**src/rtl/pwr_btn_arbiter.sv**
```systemverilog
// Arbitrates the PCH power-button line between the front-panel button and BMC press requests.
// BMC requests are strobe-only: each strobe is answered by entering a press or by a REJECT pulse, never queued.
module pwr_btn_arbiter #(
  parameter int unsigned CNT_W      = 28,
  parameter int unsigned SHORT_CYC  = 5_000_000,
  parameter int unsigned LONG_CYC   = 150_000_000,
  parameter int unsigned GAP_CYC    = 2_500_000,
  parameter int unsigned FP_MIN_CYC = 25_000
) (
  input  logic       CLK,
  input  logic       RESET,
  input  logic       i_FP_PWR_BTN_N,
  input  logic       i_FP_DISABLE,
  input  logic       i_BMC_PWR_BTN,
  input  logic       i_BMC_LONG,
  output logic       o_FM_PCH_PWRBTN_N,
  output logic       o_BMC_BUSY,
  output logic       o_BMC_DONE,
  output logic       o_BMC_REJECT,
  output logic [1:0] o_OWNER
);

  typedef enum logic [1:0] {IDLE, FP_PRESS, BMC_PRESS, GAP} state_t;

  localparam logic [CNT_W-1:0] SHORT_LAST  = CNT_W'(SHORT_CYC - 1);
  localparam logic [CNT_W-1:0] LONG_LAST   = CNT_W'(LONG_CYC - 1);
  localparam logic [CNT_W-1:0] GAP_LAST    = CNT_W'(GAP_CYC - 1);
  localparam logic [CNT_W-1:0] FP_MIN_LAST = CNT_W'(FP_MIN_CYC - 1);
  localparam logic [CNT_W-1:0] CNT_MAX     = '1;

  state_t           state_q, state_d;
  logic [CNT_W-1:0] cnt_q, cnt_d;
  logic             fp_prev_q;
  logic             long_q, long_d;
  logic             pwrbtn_n_q, pwrbtn_n_d;
  logic             busy_q, busy_d;
  logic             done_q, done_d;
  logic             reject_q, reject_d;
  logic [1:0]       owner_q, owner_d;
  logic             fp_fall;
  logic [CNT_W-1:0] dur_last;

  assign fp_fall  = fp_prev_q & ~i_FP_PWR_BTN_N;
  assign dur_last = long_q ? LONG_LAST : SHORT_LAST;

  always_comb begin
    state_d  = state_q;
    long_d   = long_q;
    done_d   = 1'b0;
    reject_d = 1'b0;
    case (state_q)
      IDLE: begin
        if (fp_fall && !i_FP_DISABLE) begin
          state_d  = FP_PRESS;
          reject_d = i_BMC_PWR_BTN;
        end else if (i_BMC_PWR_BTN) begin
          state_d = BMC_PRESS;
          long_d  = i_BMC_LONG;
        end
      end
      FP_PRESS: begin
        reject_d = i_BMC_PWR_BTN;
        // An early release is held low until the minimum width has elapsed.
        if (i_FP_PWR_BTN_N && (cnt_q >= FP_MIN_LAST)) state_d = GAP;
      end
      BMC_PRESS: begin
        reject_d = i_BMC_PWR_BTN;
        if (cnt_q == dur_last) begin
          state_d = GAP;
          done_d  = 1'b1;
        end
      end
      GAP: begin
        reject_d = i_BMC_PWR_BTN;
        if (cnt_q == GAP_LAST) state_d = IDLE;
      end
      default: state_d = IDLE;
    endcase
  end

  // Counter restarts on every state entry and saturates otherwise.
  always_comb begin
    if (state_d != state_q)  cnt_d = '0;
    else if (cnt_q == CNT_MAX) cnt_d = cnt_q;
    else                     cnt_d = cnt_q + 1'b1;
  end

  // Outputs are decoded from the next state so they move on the same edge as the state.
  always_comb begin
    pwrbtn_n_d = 1'b1;
    owner_d    = 2'b00;
    busy_d     = (state_d != IDLE);
    case (state_d)
      FP_PRESS: begin
        pwrbtn_n_d = 1'b0;
        owner_d    = 2'b01;
      end
      BMC_PRESS: begin
        pwrbtn_n_d = 1'b0;
        owner_d    = 2'b10;
      end
      default: begin
        pwrbtn_n_d = 1'b1;
        owner_d    = 2'b00;
      end
    endcase
  end

  always_ff @(posedge CLK) begin
    if (RESET) begin
      state_q    <= IDLE;
      cnt_q      <= '0;
      fp_prev_q  <= 1'b1;
      long_q     <= 1'b0;
      pwrbtn_n_q <= 1'b1;
      busy_q     <= 1'b0;
      done_q     <= 1'b0;
      reject_q   <= 1'b0;
      owner_q    <= 2'b00;
    end else begin
      state_q    <= state_d;
      cnt_q      <= cnt_d;
      fp_prev_q  <= i_FP_PWR_BTN_N;
      long_q     <= long_d;
      pwrbtn_n_q <= pwrbtn_n_d;
      busy_q     <= busy_d;
      done_q     <= done_d;
      reject_q   <= reject_d;
      owner_q    <= owner_d;
    end
  end

  assign o_FM_PCH_PWRBTN_N = pwrbtn_n_q;
  assign o_BMC_BUSY        = busy_q;
  assign o_BMC_DONE        = done_q;
  assign o_BMC_REJECT      = reject_q;
  assign o_OWNER           = owner_q;

endmodule

```
**config.mk**
```make
export PLATFORM = sky130hd
export DESIGN_NAME = pwr_btn_arbiter
export DESIGN_NICKNAME = d
export VERILOG_FILES = /design/src/rtl/pwr_btn_arbiter.sv
export SDC_FILE = /design/constraint.sdc
export NUM_CORES = 1
export LEC_CHECK = 0
export ABC_AREA = 1
export BUFFER_PORTS_ARGS = -buffer_cell sky130_fd_sc_hd__buf_2
export CAP_MARGIN = 20
export CORE_MARGIN = 2
export CORE_UTILIZATION = 61
export CTS_BUF_LIST = sky130_fd_sc_hd__clkbuf_8 sky130_fd_sc_hd__clkbuf_16
export CTS_CLUSTER_DIAMETER = 150
export DETAILED_ROUTE_END_ITERATION = 10
export GPL_ROUTABILITY_DRIVEN = 0
export HOLD_SLACK_MARGIN = 0.03
export PLACE_DENSITY = 0.8
export SLEW_MARGIN = 30
export SYNTH_ARGS = -nofsm -noshare
export SYNTH_HDL_FRONTEND = slang
export SYNTH_SLANG_ARGS = --single-unit
```
**constraint.sdc**
```tcl
create_clock -name CLK -period 2.8 [get_ports CLK]
set_clock_uncertainty 0.05 [all_clocks]
set_input_delay 0.28 -clock CLK [delete_from_list [all_inputs] [get_ports CLK]]
set_output_delay 0.28 -clock CLK [all_outputs]
set_load 0.02 [all_outputs]
```
# After elaboration in Yosys (flattened, before gate mapping)

Cells that the tools add are included.
Widths: inputs -> output; s select.

Input port bits: 6
Register bits after elaboration: 38

Eq/ne operators: 9
Reduce and logical (&&, ||, !) cells: 10
Bitwise operators: 4
Magnitude comparators: 1
$add $sub $neg: 1
Mux-type cells: 12

Operator list:

| operator              | number |
|---|---|
| $add 28x1->28 const B | 1 |
| $eq 28x22->1 const B  | 1 |
| $eq 28x28->1          | 1 |
| $eq 28x28->1 const B  | 1 |
| $ge 28x15->1 const B  | 1 |
| $mux 28               | 1 |
| $mux 2                | 5 |
| $pmux 2 s4            | 1 |
| $eq 2x2->1 const B    | 3 |
| $reduce_or 2->1       | 3 |
| $eq 2x1->1 const B    | 2 |
| $pmux 2 s2            | 1 |
| $mux 1                | 3 |
| $not 1->1             | 3 |
| $reduce_and 3->1      | 1 |
| $reduce_or 3->1       | 1 |
| $logic_and 1x1->1     | 2 |
| $logic_not 2->1       | 1 |
| $ne 2x2->1            | 1 |
| $pmux 1 s2            | 1 |
| $reduce_bool 2->1     | 1 |
| $and 1x1->1           | 1 |
| $logic_not 1->1       | 1 |

# Depth between registers and ports, before layout

Word-level depth: 8
Mapped depth: 13
Gate-level depth less buffers: 13

# Least setup slack after synthesis

Ideal clock, no wire load.

Path type: register to register
Start: register cnt_q[0]
End: register pwrbtn_n_q (netlist: o_FM_PCH_PWRBTN_N)
Data arrival time: 1.871 ns
Setup time: 0.123 ns
Clock period less this slack: 2.044 ns
Cell stages (with the launch flop): 13
Buffers on the path: 0
Slack: 0.756 ns
Cell sequence: dfxtp_1 -> ha_1 -> nand2_2 -> nor2_4 -> nand3_1 -> nor3_2 -> nand2_1 -> inv_1 -> nand2_1 -> nand3_1 -> inv_1 -> ha_1 -> or2_2

Cells in the longest elaborated chain, start to end: 7
Elaborated cells on any way between the ends: 12

RTL lines:

| what                                            | RTL line | text |
|---|---|---|
| start, declared                                 | 32       | `logic [CNT_W-1:0] cnt_q, cnt_d;` |
| start signal, assigned                          | 122      | `cnt_q <= cnt_d;` |
| $ge 28x15->1                                    | 64       | `if (i_FP_PWR_BTN_N && (cnt_q >= FP_MIN_LAST)) state_d = GAP;` |
| $logic_and 1x1->1                               | 64       |  |
| $mux 2                                          | 64       |  |
| $pmux 2 s4 *                                    | 51       | `case (state_q)` |
| via state_d[0]                                  | 31       | `state_t state_q, state_d;` |
| $eq 2x2->1 / $eq 2x1->1 (equally long branches) | 93       | `case (state_d)` |
| $reduce_or 2->1 (no source line) *              | -        |  |
| $mux 1 *                                        | 93       |  |
| via pwrbtn_n_d                                  | 35       | `logic pwrbtn_n_q, pwrbtn_n_d;` |
| end signal, assigned                            | 125      | `pwrbtn_n_q <= pwrbtn_n_d;` |
| end, declared                                   | 35       |  |

The timed path passes the listed nets; every way through them passes the cells marked *.
A chain may end at the register's enable or synchronous reset.

# Worst setup path after layout

Ends and elaborated chain as after synthesis.

==> flow_metrics.py <==
metrics = {
    "grt": {
        "grt_pass1_vias": 2041,
        "grt_max_degree": 29,
        "grtUsageTotal": 0.285,
        "grt_antenna_before_repair": 0,
        "overflow": 0,
        "grt_pass1_wl_um": 9410,
    },
    "die": {
        "ios": 12,
        "row_count": 22,
        "chipHeight_um": 66.5,
        "initial_core_util": 0.640,
        "die_area_um2": 4420,
        "core_um2": 3720,
        "die_w_um": 66.5,
    },
    "cells_and_area": {
        "nFillCells": 355,
        "final_area_um2": 2520,
        "final_cell_mix": "77 x nor2_1, 67 x nand2_1, 44 x inv_1",
        "diodes": 0,
        "mostFrequentLayoutCell": "nor2_1",
        "drive_gt1_frac": 0.151,
        "area_delta_synth_final_pct": 5.73,
        "utilization": 0.677,
        "nets": 380,
    },
    "drt": {
        "drc_errors": 0,
        "firstDrtPassIters": 5,
        "routed_wl_um": 5550,
        "wire_per_inst_um": 13.3,
        "ant_nets": 0,
        "num_vias": 2276,
        "vias_per_cell": 5.43,
        "drt_iter0_drc": 308,
    },
    "sta": {
        "setup-violations-final": 0,
        "finalCriticalPeriod_ps": 2280,
        "tns_ps": 0,
        "drv_slew": 0,
        "worstMarginPinSlew_ps": 434,
        "hold_slack_ps": 126,
        "max_freq_mhz": 439,
        "hold_viol": 0,
        "slew_headroom": 0.708,
        "period_share": 0.813,
        "rsz0062_at_grt": "false",
    },
    "clocking": {
        "clkTransAtPathRegs_ps": 80,
        "ctsResizeCount": 0,
        "cts.hold.buffers_added": 0,
        "cts_made_buffers": 5,
        "cts.path.max_buffers": 2,
        "h-tree-depth": 2,
        "clkSinkCount": 38,
        "insertion_delay_ps": 300,
        "cts_setup_buffers": 0,
        "cts-root-buf": "clkbuf_8",
        "cts_tree": "built",
    },
    "synth": {
        "yosys.area.top_type": "dfxtp_1",
        "yosysWarnings": 0,
        "syn_inst": 358,
        "synth_area_um2": 2380,
        "synth_cell_types": 31,
        "synth_nets": 368,
        "ys_seq_elements": 38,
        "syn_avg_cell_area_um2": 6.65,
        "ys_seq_area_frac": 0.320,
        "yosysTopAreaCellShare": 0.320,
        "synth_area_leaders": "dfxtp_1 32%, nor2_1 12%, nand2_1 11%",
    },
    "power_and_ir_drop": {
        "irDropWorstVdd_mv": 0.263,
        "power.density_nw_per_um2": 439,
        "p_leak_nw": 1.06,
    },
    "setup_path": {
        "crit_fanout": 6,
        "crit_type": "reg2reg",
        "crit_arrival_ps": 2420,
        "crit_path_end_kind": "flop",
        "start_kind": "flop",
        "worstPathRequired_ps": 2940,
    },
    "status": {
        "status": "completed",
    },
    "placed_design": {
        "port_buffers": 11,
        "placed_cell_area_um2": 2420,
        "dpl.hpwl_um": 4220,
    },
    "job": {
        "max-cap-violations": 0,
    },
    "min_path": {
        "hold_class": "in2reg",
    },
}
## flip-flops by register name (all words and copies together), names as in the netlist
signal and count:
cnt_q 28, fp_prev_q 1, long_q 1, o_BMC_BUSY 1, o_BMC_DONE 1, o_BMC_REJECT 1
o_FM_PCH_PWRBTN_N 1, o_OWNER 2, state_q 2
## worst paths after layout
kind	endpoint	slack, ps	cells after the start	start
max	o_FM_PCH_PWRBTN_N$_SDFF_PP1_	520	12	cnt_q[0]$_SDFFE_PP0P_
min	fp_prev_q$_SDFF_PP1_	130	3	i_FP_PWR_BTN_N
max reg2reg	o_FM_PCH_PWRBTN_N$_SDFF_PP1_	520	12	cnt_q[0]$_SDFFE_PP0P_
min reg2reg	long_q$_SDFFE_PP0P_	440	2	long_q$_SDFFE_PP0P_
## per-stage QoR
step           setup WS, ps  total power, mW  instances
2_1_floorplan           756            0.700        358
3_3_place_gp            653            0.714        411
3_5_place_dp            528            0.717        411
4_1_cts                 523             1.11        419
5_1_grt                 282             1.15        419
6_report                523             1.10        419
## layer usage
layer,GRT usage,share of wire,vias up
met4,0.120,0.028,0
met5,0,0,-
met1,0.404,0.46,1026
met2,0.428,0.44,98
li1,-,-,1132
met3,0.0473,0.077,20
## worst max-delay path: stages (launching register included)
cell and delay [ps]:
dfxtp_1 390, ha_1 250, nand2_2 100, nor2_4 200
nand3_1 130, nor3_2 110, nand2_1 90, inv_1 60
nand2_1 70, nand3_1 140, inv_1 60, ha_1 260
or2_2 270
## cell type report
type | count | area, um2 | share of cell area
sequential | 38 | 761 | 0.302
inverter | 49 | 185 | 0.0736
clock buffer | 6 | 82.6 | 0.0328
timing repair buffer | 11 | 55.1 | 0.0219
multi-input combinational | 265 | 1360 | 0.541
tap | 48 | 60.1 | 0.0239
clock inverter | 2 | 12.5 | 0.00497
## synth_stat cells
cell,n
a21oi_1,2
buf_12,1
buf_2,1
buf_6,3
buf_8,1
clkinv_1,1
clkinv_2,1
dfxtp_1,38
ha_1,4
inv_1,44
inv_2,3
nand2_1,67
nand2_2,6
nand2_8,1
nand3_1,22
nand3b_1,1
nand4_1,10
nor2_1,77
nor2_2,21
nor2_4,2
nor2b_1,1
nor3_1,18
nor3_2,1
nor3_4,1
nor3b_1,1
nor4_1,3
o21ai_0,3
o21ai_1,1
or2_2,1
xnor2_1,1
xor2_1,21
## kinds of logic after synthesis
kind of cell / synth area share
AO/OA/AOI/OAI: 0.0126
adder cells (fa/ha/maj): 0.0210
XOR/XNOR: 0.0810
buffers and inverters: 0.109
flip-flops: 0.320
AND/OR/NAND/NOR: 0.457
## power breakdown
group | total [mW] | switching (mW) | internal [mW] | leakage, nW
Combinational | 0.132 | 0.0917 | 0.0407 | 0.703
Sequential | 0.571 | 0.0119 | 0.559 | 0.308
Clock | 0.400 | 0.202 | 0.198 | 0.0472
No activity file was read; power rests on OpenSTA's default activity.
